**src/rtl/riscv_imul_arb_pkg.sv**
```systemverilog
// Shared widths, requester ids and the arbitration pick rule for the
// scalar/vector multiplier arbiter.
package riscv_imul_arb_pkg;

  // Datapath and opcode widths from the vuVXU configuration.
  localparam int XLEN      = 64;
  localparam int VAU0_FN_W = 2;

  typedef enum logic {
    REQ_SCALAR = 1'b0,
    REQ_VEC    = 1'b1
  } req_id_e;

  // A lone valid requester wins; under contention, the one not granted last wins.
  function automatic req_id_e rr_pick(input logic v0, input logic v1,
                                      input req_id_e last_grant);
    req_id_e pick;
    pick = REQ_SCALAR;
    if (v0 && v1) begin
      pick = (last_grant == REQ_SCALAR) ? REQ_VEC : REQ_SCALAR;
    end else if (v1) begin
      pick = REQ_VEC;
    end
    return pick;
  endfunction

endpackage

```
**src/rtl/riscv_imul_arb_track.sv**
```systemverilog
// Fixed-latency in-flight tracker: carries {valid, id, tag} alongside the
// multiplier pipe and counts how many issues are still outstanding.
module riscv_imul_track
  import riscv_imul_arb_pkg::*;
#(
  parameter int LATENCY = 3,
  parameter int TAGW    = 5
) (
  input  logic            clk,
  input  logic            reset,
  input  logic            fire,
  input  req_id_e         fire_id,
  input  logic [TAGW-1:0] fire_tag,
  output logic            resp_val,
  output req_id_e         resp_id,
  output logic [TAGW-1:0] resp_tag,
  output logic [3:0]      inflight
);

  logic [LATENCY-1:0] pipe_val;
  req_id_e            pipe_id  [LATENCY];
  logic [TAGW-1:0]    pipe_tag [LATENCY];
  logic [3:0]         count;

  // The pipe advances every cycle; the multiplier has no stall.
  always_ff @(posedge clk) begin
    if (reset) begin
      pipe_val <= '0;
      count    <= 4'd0;
    end else begin
      pipe_val[0] <= fire;
      for (int i = 1; i < LATENCY; i++) begin
        pipe_val[i] <= pipe_val[i-1];
      end
      case ({fire, pipe_val[LATENCY-1]})
        2'b10:   count <= count + 4'd1;
        2'b01:   count <= count - 4'd1;
        default: count <= count;
      endcase
    end
  end

  // Id/tag payload is only meaningful alongside its valid bit, so no reset.
  always_ff @(posedge clk) begin
    pipe_id[0]  <= fire_id;
    pipe_tag[0] <= fire_tag;
    for (int i = 1; i < LATENCY; i++) begin
      pipe_id[i]  <= pipe_id[i-1];
      pipe_tag[i] <= pipe_tag[i-1];
    end
  end

  assign resp_val = pipe_val[LATENCY-1];
  assign resp_id  = pipe_id[LATENCY-1];
  assign resp_tag = pipe_tag[LATENCY-1];
  assign inflight = count;

endmodule

```
**src/rtl/riscv_imul_arb.sv**
```systemverilog
// Round-robin arbiter sharing one fixed-latency multiplier between the scalar
// core (req0) and the vector unit (req1); results return without backpressure.
module riscv_imul_arb
  import riscv_imul_arb_pkg::*;
#(
  parameter int LATENCY = 3,
  parameter int TAGW    = 5
) (
  input  logic                 clk,
  input  logic                 reset,
  input  logic                 req0_val,
  output logic                 req0_rdy,
  input  logic [VAU0_FN_W-1:0] req0_fn,
  input  logic [XLEN-1:0]      req0_in0,
  input  logic [XLEN-1:0]      req0_in1,
  input  logic [TAGW-1:0]      req0_tag,
  input  logic                 req1_val,
  output logic                 req1_rdy,
  input  logic [VAU0_FN_W-1:0] req1_fn,
  input  logic [XLEN-1:0]      req1_in0,
  input  logic [XLEN-1:0]      req1_in1,
  input  logic [TAGW-1:0]      req1_tag,
  output logic                 cp_imul_val,
  input  logic                 cp_imul_rdy,
  output logic [VAU0_FN_W-1:0] cp_imul_fn,
  output logic [XLEN-1:0]      cp_imul_in0,
  output logic [XLEN-1:0]      cp_imul_in1,
  input  logic [XLEN-1:0]      cp_imul_out,
  output logic                 resp0_val,
  output logic [TAGW-1:0]      resp0_tag,
  output logic                 resp1_val,
  output logic [TAGW-1:0]      resp1_tag,
  output logic [XLEN-1:0]      resp_bits,
  input  logic                 quiesce,
  output logic                 drained,
  output logic [3:0]           inflight
);

  // Handshake: a request transfers in any cycle where reqN_val && reqN_rdy;
  // cp_imul issues when cp_imul_val && cp_imul_rdy, and cp_imul_val never
  // looks at cp_imul_rdy.
  req_id_e         last_grant;
  req_id_e         sel;
  req_id_e         trk_id;
  logic            fire;
  logic            issue_ok;
  logic            trk_val;
  logic [TAGW-1:0] sel_tag;
  logic [TAGW-1:0] trk_tag;

  assign sel         = rr_pick(req0_val, req1_val, last_grant);
  assign cp_imul_val = (req0_val | req1_val) & ~quiesce;
  assign issue_ok    = cp_imul_rdy & ~quiesce;
  assign req0_rdy    = issue_ok & req0_val & (sel == REQ_SCALAR);
  assign req1_rdy    = issue_ok & req1_val & (sel == REQ_VEC);
  assign fire        = cp_imul_val & cp_imul_rdy;

  always_comb begin
    cp_imul_fn  = req0_fn;
    cp_imul_in0 = req0_in0;
    cp_imul_in1 = req0_in1;
    sel_tag     = req0_tag;
    if (sel == REQ_VEC) begin
      cp_imul_fn  = req1_fn;
      cp_imul_in0 = req1_in0;
      cp_imul_in1 = req1_in1;
      sel_tag     = req1_tag;
    end
  end

  // Resetting to REQ_VEC hands the first contention to the scalar core.
  always_ff @(posedge clk) begin
    if (reset) begin
      last_grant <= REQ_VEC;
    end else if (fire) begin
      last_grant <= sel;
    end
  end

  riscv_imul_track #(
    .LATENCY (LATENCY),
    .TAGW    (TAGW)
  ) u_track (
    .clk      (clk),
    .reset    (reset),
    .fire     (fire),
    .fire_id  (sel),
    .fire_tag (sel_tag),
    .resp_val (trk_val),
    .resp_id  (trk_id),
    .resp_tag (trk_tag),
    .inflight (inflight)
  );

  // Gating with reset drops results still in the pipe when reset lands.
  assign resp0_val = trk_val & (trk_id == REQ_SCALAR) & ~reset;
  assign resp1_val = trk_val & (trk_id == REQ_VEC) & ~reset;
  assign resp0_tag = trk_tag;
  assign resp1_tag = trk_tag;
  assign resp_bits = cp_imul_out;
  assign drained   = quiesce & (inflight == 4'd0);

endmodule

```
**config.mk**
```make
export PLATFORM = sky130hd
export DESIGN_NAME = riscv_imul_arb
export DESIGN_NICKNAME = d
export VERILOG_FILES = /design/src/rtl/riscv_imul_arb_pkg.sv /design/src/rtl/riscv_imul_arb_track.sv /design/src/rtl/riscv_imul_arb.sv
export SDC_FILE = /design/constraint.sdc
export NUM_CORES = 1
export LEC_CHECK = 0
export CELL_PAD_IN_SITES_DETAIL_PLACEMENT = 1
export CELL_PAD_IN_SITES_GLOBAL_PLACEMENT = 1
export CORE_AREA = 2 2 213 215
export DETAILED_ROUTE_END_ITERATION = 12
export DIE_AREA = 0 0 215 217
export GPL_TIMING_DRIVEN = 0
export PLACE_DENSITY = 0.5
export RECOVER_POWER = 50
export SYNTH_ARGS = -nofsm -noshare
export SYNTH_HDL_FRONTEND = slang
export SYNTH_SLANG_ARGS = --single-unit
export TNS_END_PERCENT = 1
```
**constraint.sdc**
```tcl
create_clock -name clk -period 5.7 [get_ports clk]
set_clock_uncertainty 0.1 [all_clocks]
set_input_delay 1.425 -clock clk [delete_from_list [all_inputs] [get_ports clk]]
set_output_delay 1.425 -clock clk [all_outputs]
set_load 0.005 [all_outputs]
```
Word-level counts from Yosys, hierarchy flattened
Memories as Yosys holds them, arrays and structs flattened.
Cells that the tools add are included.
{"block": "word_totals", "reg_bits": 8, "latch_bits": 0, "mem_bits_rw": 18, "romBits": 0, "input_bits": 340, "out_inout_bits": 214, "elab_cells": 37, "mem_count": 2}
{"name": "u_track.pipe_tag", "words": 3, "width": 5, "read_ports": 3, "rd_clocked_by_memory_dff": 0, "wr": 3, "line_no": "riscv_imul_arb_track.sv:22", "rtl": "logic [TAGW-1:0] pipe_tag [LATENCY];"}
{"name": "u_track.pipe_id", "words": 3, "width": 1, "read_ports": 3, "rd_clocked_by_memory_dff": 0, "wr": 3, "line_no": "riscv_imul_arb_track.sv:21", "rtl": "req_id_e pipe_id [LATENCY];"}
{"block": "classes", "addsub": 2, "multipliers": 0, "n_div": 0, "magnitude_cmp": 0, "eq_ne": 2, "shift": 0, "n_mux": 8, "bitwise": 17, "n_reduce_logical": 3}
{"op": "64-bit two-way mux", "n": 2}
{"op": "1-bit bitwise AND", "n": 12}
{"op": "4-bit one-hot mux with 2 select lines", "n": 1}
{"op": "5-bit two-way mux", "n": 1}
{"op": "4-bit by 1-bit adder with 4-bit output (second input constant)", "n": 1}
{"op": "4-bit logical NOT", "n": 1}
{"op": "1-bit inverter", "n": 4}
{"op": "4-bit by 1-bit subtractor with 4-bit output (second input constant)", "n": 1}
{"op": "1-bit two-way mux", "n": 3}
{"op": "2-bit by 1-bit == test with 1-bit output (second input constant)", "n": 1}
{"op": "2-bit == test (second input constant)", "n": 1}
{"op": "2-bit two-way mux", "n": 1}
{"op": "2-bit nonzero test", "n": 1}
{"op": "1-bit logical AND", "n": 1}
{"op": "1-bit OR", "n": 1}

Depth between registers and ports, before layout
Gate-level depths: netlist of the first run.
{"block": "logic_depth", "depth_word": 5, "ltp_mapped": 9, "depth_no_buf": 9}

Hierarchy
From an unflattened synthesis of the first run, not the netlist that was laid out.
{"block": "hier_totals", "cells_unflattened": 292, "area_unflattened_um2": 3652.3}
{"mod": "riscv_imul_arb", "n_inst": 1, "cells_each": 234, "area_per_inst_um2": 2902.8, "seq_area_each_um2": 20.0}
{"mod": "riscv_imul_track", "n_inst": 1, "cells_each": 58, "area_per_inst_um2": 749.5, "seq_area_each_um2": 500.5}

Worst setup path before layout of the first run
OpenSTA, ideal clock, no wires.
{"block": "synth_timing", "path_type": "input to output", "from": "input req1_val", "to": "output cp_imul_in0[46]", "t_arrival_ps": 2279, "required_time_ps": 4175, "setup_slack_ps": 1896, "stages": 4, "path_buffers": 2, "cell_sequence": "a21boi_2 buf_4 buf_4 mux2_2"}
{"block": "synth_between", "elab_chain_len": 3, "word_cells_on_any_way": 4, "classes_between": "3 x mux; 1 x reduce/logical"}
{"item": "start, declared", "line_no": "riscv_imul_arb.sv:17", "rtl": "input logic req1_val,"}
{"item": "1-bit two-way mux or 1-bit logical AND (tied branches)", "line_no": "riscv_imul_arb_pkg.sv:21, riscv_imul_arb_pkg.sv:19"}
{"item": "1-bit two-way mux *", "line_no": "riscv_imul_arb_pkg.sv:19", "rtl": "if (v0 && v1) begin"}
{"item": "64-bit two-way mux *", "line_no": "riscv_imul_arb.sv:63", "rtl": "if (sel == REQ_VEC) begin"}
{"item": "end, declared", "line_no": "riscv_imul_arb.sv:26", "rtl": "output logic [XLEN-1:0] cp_imul_in0,"}
Mark *: on every way between the ends. The rest lies on a longest branch, timed or not.

Worst setup path after layout of the first run
{"block": "layout_timing", "from": "input req1_val", "to": "output cp_imul_in1[60]"}
{"block": "layout_between", "elab_chain_len": 3, "word_cells_on_any_way": 4, "classes_between": "3 x mux; 1 x reduce/logical"}
{"item": "1-bit two-way mux or 1-bit logical AND (tied branches)", "line_no": "riscv_imul_arb_pkg.sv:21, riscv_imul_arb_pkg.sv:19"}
{"item": "1-bit two-way mux *", "line_no": "riscv_imul_arb_pkg.sv:19"}
{"item": "64-bit two-way mux *", "line_no": "riscv_imul_arb.sv:63"}
{"item": "end, declared", "line_no": "riscv_imul_arb.sv:27", "rtl": "output logic [XLEN-1:0] cp_imul_in1,"}
Marked as above.

==> results of run 1 <==
==> cell type report <==
type                            count  area share [%]
Antenna cell                        2          0.0574
Clock buffer                        3           0.861
Timing Repair Buffer              488            56.0
Buffer                             90            7.62
Clock inverter                      1           0.344
Inverter                            3           0.129
Sequential cell                    26            5.97
Tap cell                          600            8.61
Multi-Input combinational cell    173            20.4
==> power groups by stage <==
| stage | registers [uW] | clock network, uW | logic [uW] |
|---|---|---|---|
| after floorplan | 203 | 0 | 189 |
| after global placement | 206 | 0 | 650 |
| after detailed placement | 206 | 0 | 651 |
| after CTS | 202 | 205 | 656 |
| after global routing | 203 | 215 | 668 |
| final | 201 | 199 | 624 |
==> cells in the mapped netlist (all sizes together) (2+ instances only) <==
cell type	n	area (um2)
a21oi	5	25.0
nand2	2	7.51
buf	89	666
dfxtp	26	521
nor2b	3	18.8
mux2	135	1520
nor2	10	37.5
inv	3	11.3
xor2	2	17.5
ha	3	37.5
and2	2	12.5
==> sequential cells by signal, indices dropped and copies added, names as in the netlist <==
signal            count
u_track.pipe_tag     15
u_track.inflight      4
u_track.pipe_id       3
u_track.pipe_val      3
last_grant            1
==> kinds of logic after synthesis <==
group / Yosys count
compound gates: 9
fa+ha+maj: 4
mux: 135
simple gates: 23
flops: 26
buf+inv: 93
xor+xnor: 2
==> final timing paths <==
path,to,slack (ns),cells past startpoint
worst max register to register,u_track.inflight[3],3.77,6
worst min register to register,u_track.pipe_tag[0][10],0.23,0
worst max-delay path,cp_imul_in1[60],0.27,6
worst min-delay path,u_track.pipe_tag[0][10],0.23,0
==> routing by layer <==
layer  share of wire, %  vias up
met3                9.0       10
met2                 50      230
met1                 41     1860
met4               0.22        8
met5               0.16        -
li1                   -     1932
==> metrics by stage <==
step	cell area [um2]	power [uW]	util [%]
after global routing	8710	1090	19.5
after global placement	8610	856	19.3
after CTS	8720	1060	19.5
final	8720	1020	19.5
after floorplan	2980	391	-
after detailed placement	8610	858	19.3
==> results.json, run 1 <==
{
  "core-area_um2": 44700,
  "syn_avg_cell_area_um2": 10.2,
  "worst_path_max_delay_cell": "clkdlybuf4s50_1",
  "grt-busiest-layer": "met2",
  "synth-simple-area-share_pct": 4.12,
  "routedWlPerCell_um": 16.4,
  "setup_slack_ns": 0.268,
  "initial_core_util_pct": 6.66,
  "syn_inst": 292,
  "grt_util_met3_pct": 2.70,
  "cp.required_ns": 4.18,
  "grt_max_degree": 16,
  "final_hold_viol_count": 0,
  "final_cell_mix": "clkdlybuf4s50_1 (393), mux2_2 (135), dlygate4sd3_1 (95)",
  "post-place-ws_ns": 0.229,
  "p_switching_uw": 240,
  "drive_above_1_share_pct": 29.1,
  "start_kind": "primary input",
  "path_delay_family": "buffers and inverters",
  "crit_fanout": 10,
  "firstDrtPassIters": 4,
  "syn_area_um2": 2980,
  "portBuffers": 488,
  "path_class": "primary input to output port",
  "nets": 1129,
  "cts_made_buffers": 3,
  "grt_pass1_vias": 4252,
  "clk_latency_ns": 0.25,
  "postCtsSetupBuffers": 0,
  "synth_mux_area_share_pct": 51.1,
  "synth_fa_ha_area_share_pct": 1.93,
  "ys.flop_type": "dfxtp_1",
  "ys_ff_latch": 26,
  "synth_edf_count": 0,
  "syn_nets": 636,
  "multi_input_area_um2": 1780,
  "status": "completed",
  "synth_xor_area_share_pct": 0.588,
  "placementRows": 78,
  "antenna_found_initial": 5,
  "startpoint": "req1_val",
  "power_frac_clock_pct": 19.4,
  "final_cells": 1386,
  "dieArea_um2": 46700,
  "rsz0062_at_grt": "false",
  "fmax_mhz": 184,
  "die_h_um": 217,
  "drt_iter0_drc": 70,
  "setup_tns_ns": 0,
  "use_met2_pct": 15.8,
  "p_sw_share_pct": 23.4,
  "dpl.hpwl_mm": 20.9,
  "wirelength_mm": 22.7,
  "min_path_type": "register to register",
  "cts_sinks": 26,
  "min_from": "u_track.pipe_tag[0][5]",
  "synth-async-reset-ratio_pct": 0,
  "htree_levels": 1,
  "gp_congestion": 0.712,
  "internal_power_uw": 785,
  "pwr-share-seq_pct": 19.6,
  "vias": 4040,
  "final_common_cell": "clkdlybuf4s50_1",
  "cts_max_path_buffers": 2,
  "ctsHoldBuffers": 0,
  "arrival_ns": 3.91,
  "dieWidth_um": 215,
  "drv_cap": 0,
  "met1_usage_pct": 11.1,
  "yosysSeqAreaShare_pct": 17.5,
  "powerDensity_nw_per_um2": 118,
  "finalCriticalPeriod_ns": 5.43,
  "holdWs_ns": 0.227,
  "synth_top_family_by_area": "multiplexers",
  "drv_slew": 0,
  "boundaryPins": 554,
  "path_cells": "dlygate4sd3_1 > a21boi_2 > buf_4 > buf_4 > mux2_2 > clkdlybuf4s50_1",
  "min_period_over_period_pct": 95.3,
  "worstMarginPinSlew_ns": 0.652,
  "crit_buf_inv": 4,
  "yosys_warnings": 0,
  "viasPerCell": 2.91,
  "power_frac_comb_pct": 60.9,
  "peakVddDrop_v": 0.000111,
  "dpl.cell_count": 1380,
  "antenna_left": 0,
  "clk_pin_slew_ns": 0.06,
  "cts-root-buf": "clkbuf_16",
  "setup_violations": 0,
  "seq_area_um2": 520,
  "ctsResizeCount": 0,
  "fill_cells": 5255,
  "endpoint_kind": "output port",
  "cp_common_cell": "buf_4",
  "grt_overflow_total": 0,
  "max_stage_delay_ns": 0.62,
  "cts_tree": "built",
  "grt_pass1_wl_mm": 30.6,
  "synth_compound_area_share_pct": 1.93,
  "grt_usage_pct": 8.93,
  "slew_headroom_pct": 56.5,
  "syn2layout_area_growth_pct": 193,
  "synth_cell_types": 24,
  "cellLeakagePower_uw": 0.00325,
  "reg2reg_from": "u_track.pipe_val[2]",
  "drc_errors": 0
}
(Power assumes the default switching activity.)
==> run 2: changes to the inputs <==
--- a/config.mk
+++ b/config.mk
@@ -7,9 +7,9 @@
 export LEC_CHECK = 0
 export CELL_PAD_IN_SITES_DETAIL_PLACEMENT = 1
 export CELL_PAD_IN_SITES_GLOBAL_PLACEMENT = 1
-export CORE_AREA = 2 2 213 215
+export CORE_AREA = 2 2 215 217
 export DETAILED_ROUTE_END_ITERATION = 12
-export DIE_AREA = 0 0 215 217
+export DIE_AREA = 0 0 217 219
 export GPL_TIMING_DRIVEN = 0
 export PLACE_DENSITY = 0.5
 export RECOVER_POWER = 50
==> constraint.sdc (replaced) <==
create_clock -name clk -period 6.11 [get_ports clk]
set_clock_uncertainty 0.1 [all_clocks]
set_input_delay 1.5275 -clock clk [delete_from_list [all_inputs] [get_ports clk]]
set_output_delay 1.5275 -clock clk [all_outputs]
set_load 0.005 [all_outputs]
==> run 2 against run 1 <==
Compared with the run above:
- sequential power decreased by 7%
- setup slack gained 0.23 ns
- combinational power fell by 7.4%
- power shrank 6.9%
- critical path depth unchanged
- via count down 0.77%
- clock power down 5%
- routed wire length fell by 6.3%
- cell count is 0.14% lower
- first-iteration DRC count shrank 29%
- utilization is 0.18 points lower
==> results.json, run 2 (synthesis results as in run 1) <==
{
  "status": "completed",
  "cts-root-buf": "clkbuf_16",
  "rsz0062_at_grt": "false",
  "dpl.cell_count": 1380,
  "core-area_um2": 45100,
  "grt_pass1_wl_mm": 28.5,
  "grt_max_degree": 16,
  "ctsResizeCount": 0,
  "fill_cells": 5275,
  "largest_register_ffs": 15,
  "setup_violations": 0,
  "cts_made_buffers": 3,
  "final_hold_viol_count": 0,
  "ctsHoldBuffers": 0,
  "min_path_type": "register to register",
  "design_area_um2": 8710,
  "powerDensity_nw_per_um2": 110,
  "start_kind": "primary input",
  "final_cells": 1384,
  "dpl.hpwl_mm": 19.4,
  "arrival_ns": 3.98,
  "viasPerCell": 2.90,
  "initial_core_util_pct": 6.60,
  "antenna_found_initial": 1,
  "min_period_over_period_pct": 91.8,
  "final_cell_mix": "clkdlybuf4s50_1 (393), mux2_2 (133), dlygate4sd3_1 (95)",
  "peakVddDrop_v": 0.0000748,
  "path_class": "primary input to output port",
  "setup_tns_ns": 0,
  "clk_pin_slew_ns": 0.07,
  "fmax_mhz": 178,
  "grt_usage_pct": 8.00,
  "grt_overflow_total": 0,
  "cts_sinks": 26,
  "regMostFlops": "u_track.pipe_tag",
  "grt_pass1_vias": 4366,
  "vias": 4009,
  "gp_congestion": 0.707,
  "wirelength_mm": 21.2,
  "slew_headroom_pct": 67.6,
  "endpoint_kind": "output port",
  "crit_fanout": 10,
  "firstDrtPassIters": 4,
  "drive_above_1_share_pct": 29.0,
  "drt_iter0_drc": 50,
  "cp.required_ns": 4.48,
  "die_h_um": 219,
  "finalCriticalPeriod_ns": 5.61,
  "diodes": 0,
  "nets": 1129,
  "htree_levels": 1,
  "syn2layout_area_growth_pct": 193,
  "portBuffers": 488,
  "dieArea_um2": 47500,
  "antenna_left": 0,
  "clk_latency_ns": 0.26,
  "drc_errors": 0,
  "final_common_cell": "clkdlybuf4s50_1",
  "drv_slew": 0,
  "postCtsSetupBuffers": 0,
  "dieWidth_um": 217,
  "cts_tree": "built",
  "drv_cap": 0,
  "worstMarginPinSlew_ns": 0.486,
  "routedWlPerCell_um": 15.3,
  "placementRows": 78,
  "cellLeakagePower_uw": 0.00326,
  "placed_cell_area_um2": 8610,
  "cts_max_path_buffers": 2,
  "boundaryPins": 554
}
[run 2: cell types whose count changed in the layout (fill, tap and decap cells not counted), sizes merged]
cell	before	now
buf	87	89
clkbuf	6	4
diode	2	0
[run 2: cell type report]
class	count	area [um2]	area share [%]
timing repair buffer	488	4880	56.1
multi-input combinational	173	1770	20.3
tap	600	751	8.62
buffer	90	669	7.68
sequential	26	520	5.97
clock buffer	3	75.1	0.862
clock inverter	1	30.0	0.345
inverter	3	11.3	0.129
[run 2: critical path: stages]
cell             delay, ns
dlygate4sd3_1         0.59
a21boi_0              0.33
buf_4                 0.34
buf_4                 0.29
mux2_2                0.41
clkdlybuf4s50_1       0.47
[run 2: path summary, 6_finish.rpt]
check,from,endpoint,slack (ns),cells after the start
worst max register to register,u_track.pipe_val[2],u_track.inflight[3],4.13,6
worst max-delay path,req1_val,cp_imul_in1[14],0.50,6
worst min register to register,u_track.pipe_tag[0][5],u_track.pipe_tag[0][10],0.23,0
worst min-delay path,u_track.pipe_tag[0][5],u_track.pipe_tag[0][10],0.23,0
[run 2: metal layers]
layer | GRT usage (%) | wire, um | part of all wire [%]
met1 | 8.80 | 7580 | 36
met2 | 16.0 | 12100 | 57
met3 | 1.72 | 1470 | 6.9
met4 | 0.708 | 58 | 0.27
met5 | 0 | 12 | 0.056
[run 2: where the power goes]
part / leakage, uW / switching (uW) / internal, uW
clock: 0.0000511 / 59.6 / 130
sequential: 0.000217 / 5.32 / 181
combinational: 0.00299 / 157 / 420
total: 0.00326 / 222 / 732
[run 2: through the flow]
stage	worst slack [ns]	util, %	hold WS, ns	total power (uW)
3_5_place_dp	0.654	19.1	0.213	796
5_1_grt	0.335	19.3	0.235	1010
2_1_floorplan	2.10	-	0.210	365
4_1_cts	0.645	19.3	0.229	992
6_report	0.501	19.3	0.227	954
3_3_place_gp	0.655	19.1	0.210	794
==> run 3: changes to the inputs <==
--- a/config.mk
+++ b/config.mk
@@ -5,13 +5,13 @@
 export SDC_FILE = /design/constraint.sdc
 export NUM_CORES = 1
 export LEC_CHECK = 0
-export CELL_PAD_IN_SITES_DETAIL_PLACEMENT = 1
-export CELL_PAD_IN_SITES_GLOBAL_PLACEMENT = 1
-export CORE_AREA = 2 2 215 217
+export CELL_PAD_IN_SITES_DETAIL_PLACEMENT = 2
+export CELL_PAD_IN_SITES_GLOBAL_PLACEMENT = 2
+export CORE_AREA = 2 2 216 218
 export DETAILED_ROUTE_END_ITERATION = 12
-export DIE_AREA = 0 0 217 219
+export DIE_AREA = 0 0 218 220
 export GPL_TIMING_DRIVEN = 0
-export PLACE_DENSITY = 0.5
+export PLACE_DENSITY = 0.65
 export RECOVER_POWER = 50
 export SYNTH_ARGS = -nofsm -noshare
 export SYNTH_HDL_FRONTEND = slang
==> run 3 against run 2 <==
Compared with the run above:
- die area grew 0.92%
- combinational power hardly changed
- non-clock buffer count is the same
- critical path depth stayed put
- global-route usage decreased by 0.54 points
- critical endpoint is now cp_imul_in0[40]
- largest power group unchanged
==> results.json, run 3 (synthesis results as in run 1) <==
{
  "status": "completed",
  "peakVddDrop_v": 0.0000833,
  "fmax_mhz": 186,
  "finalCriticalPeriod_ns": 5.39,
  "endpoint_kind": "output port",
  "rsz0062_at_grt": "false",
  "final_hold_viol_count": 0,
  "cts_max_path_buffers": 2,
  "setup_violations": 0,
  "grt_pass1_wl_mm": 27.2,
  "cp.required_ns": 4.48,
  "antenna_left": 0,
  "drive_above_1_share_pct": 29.0,
  "clk_pin_slew_ns": 0.06,
  "arrival_ns": 3.76,
  "final_common_cell": "clkdlybuf4s50_1",
  "ctsResizeCount": 0,
  "firstDrtPassIters": 4,
  "viasPerCell": 2.93,
  "use_met2_pct": 14.2,
  "cts_made_buffers": 3,
  "drv_cap": 0,
  "p_switching_uw": 223,
  "crit_fanout": 10,
  "core-area_um2": 45900,
  "nets": 1129,
  "power_frac_clock_pct": 17.4,
  "path_delay_family": "buffers and inverters",
  "htree_levels": 1,
  "initial_core_util_pct": 6.49,
  "wirelength_mm": 20.6,
  "routedWlPerCell_um": 14.8,
  "largest_register_ffs": 15,
  "regMostFlops": "u_track.pipe_tag",
  "met1_usage_pct": 8.51,
  "grt_usage_pct": 7.46,
  "internal_power_uw": 702,
  "cellLeakagePower_uw": 0.00325,
  "path_class": "primary input to output port",
  "holdWs_ns": 0.226,
  "grt_max_degree": 15,
  "diodes": 0,
  "grt-busiest-layer": "met2",
  "gp_congestion": 0.707,
  "power_frac_comb_pct": 62.5,
  "worstMarginPinSlew_ns": 0.472,
  "dieWidth_um": 218,
  "grt_util_met3_pct": 1.86,
  "path_cells": "dlygate4sd3_1 > a21boi_2 > buf_4 > buf_4 > mux2_2 > clkdlybuf4s50_1",
  "min_period_over_period_pct": 88.2,
  "die_h_um": 220,
  "crit_buf_inv": 4,
  "worst_path_max_delay_cell": "dlygate4sd3_1",
  "cp_common_cell": "buf_4",
  "start_kind": "primary input",
  "final_cell_mix": "clkdlybuf4s50_1 (394), mux2_2 (132), dlygate4sd3_1 (94)",
  "grt_pass1_vias": 4409,
  "postCtsSetupBuffers": 0,
  "pwr-share-seq_pct": 20.2,
  "clk_latency_ns": 0.26,
  "boundaryPins": 554,
  "dpl.hpwl_mm": 18.8,
  "powerDensity_nw_per_um2": 106,
  "cts_tree": "built",
  "placementRows": 79,
  "drv_slew": 0,
  "cts-root-buf": "clkbuf_16",
  "syn2layout_area_growth_pct": 193,
  "final_cells": 1391,
  "grt_overflow_total": 0,
  "drt_iter0_drc": 38,
  "fill_cells": 5295,
  "drc_errors": 0,
  "p_sw_share_pct": 24.1,
  "min_path_type": "register to register",
  "setup_tns_ns": 0,
  "cts_sinks": 26,
  "antenna_found_initial": 1,
  "portBuffers": 488,
  "ctsHoldBuffers": 0,
  "dieArea_um2": 48000,
  "dpl.cell_count": 1387,
  "max_stage_delay_ns": 0.59,
  "slew_headroom_pct": 68.5,
  "vias": 4075
}
==> run 3: cell count changes in the layout (fill, tap and decap cells not counted), sizes merged <==
cell           previous run  this run
dlygate4sd3              95        94
clkdlybuf4s50           393       394
clkbuf                    4         5
bufinv                    1         0
==> run 3: layer usage <==
layer / vias up / part of all wire [%]
li1: 1930 / -
met1: 1905 / 37
met2: 232 / 55
met3: 8 / 7.8
met4: 0 / 0.61
met5: - / 0
==> run 3: per-stage QoR <==
stage	total power [uW]	setup slack, ns	utilization, %	instance area, um2
global route	981	0.530	19.0	8710
detailed placement	793	0.637	18.8	8620
floorplan	365	2.10	-	2980
global placement	784	0.652	18.8	8620
finish	926	0.720	19.0	8710
CTS	961	0.634	19.0	8710
==> run 3: final cells by class <==
type	count	area, um2	share of cell area [%]
inverter	3	11.3	0.129
multi-input combinational	173	1780	20.4
sequential	26	520	5.98
buffer	90	669	7.69
timing repair buffer	488	4880	56.1
tap	607	759	8.72
clock buffer	4	88.8	1.02
==> run 3: worst paths after layout <==
path	start	to	slack (ns)	depth (start not counted)
min reg2reg	u_track.pipe_tag[0][0]	u_track.pipe_tag[0][5]	0.23	0
max	req1_val	cp_imul_in0[40]	0.72	6
max reg2reg	u_track.pipe_val[2]	u_track.inflight[3]	4.16	6
min	u_track.pipe_tag[0][0]	u_track.pipe_tag[0][5]	0.23	0
==> run 3: power by group through the flow <==
| stage | clock network [uW] | registers (uW) | logic [uW] |
|---|---|---|---|
| final | 161 | 187 | 578 |
| after global routing | 175 | 188 | 618 |
| after CTS | 168 | 187 | 606 |
| after detailed placement | 0 | 191 | 602 |
| after global placement | 0 | 190 | 594 |
| after floorplan | 0 | 189 | 176 |
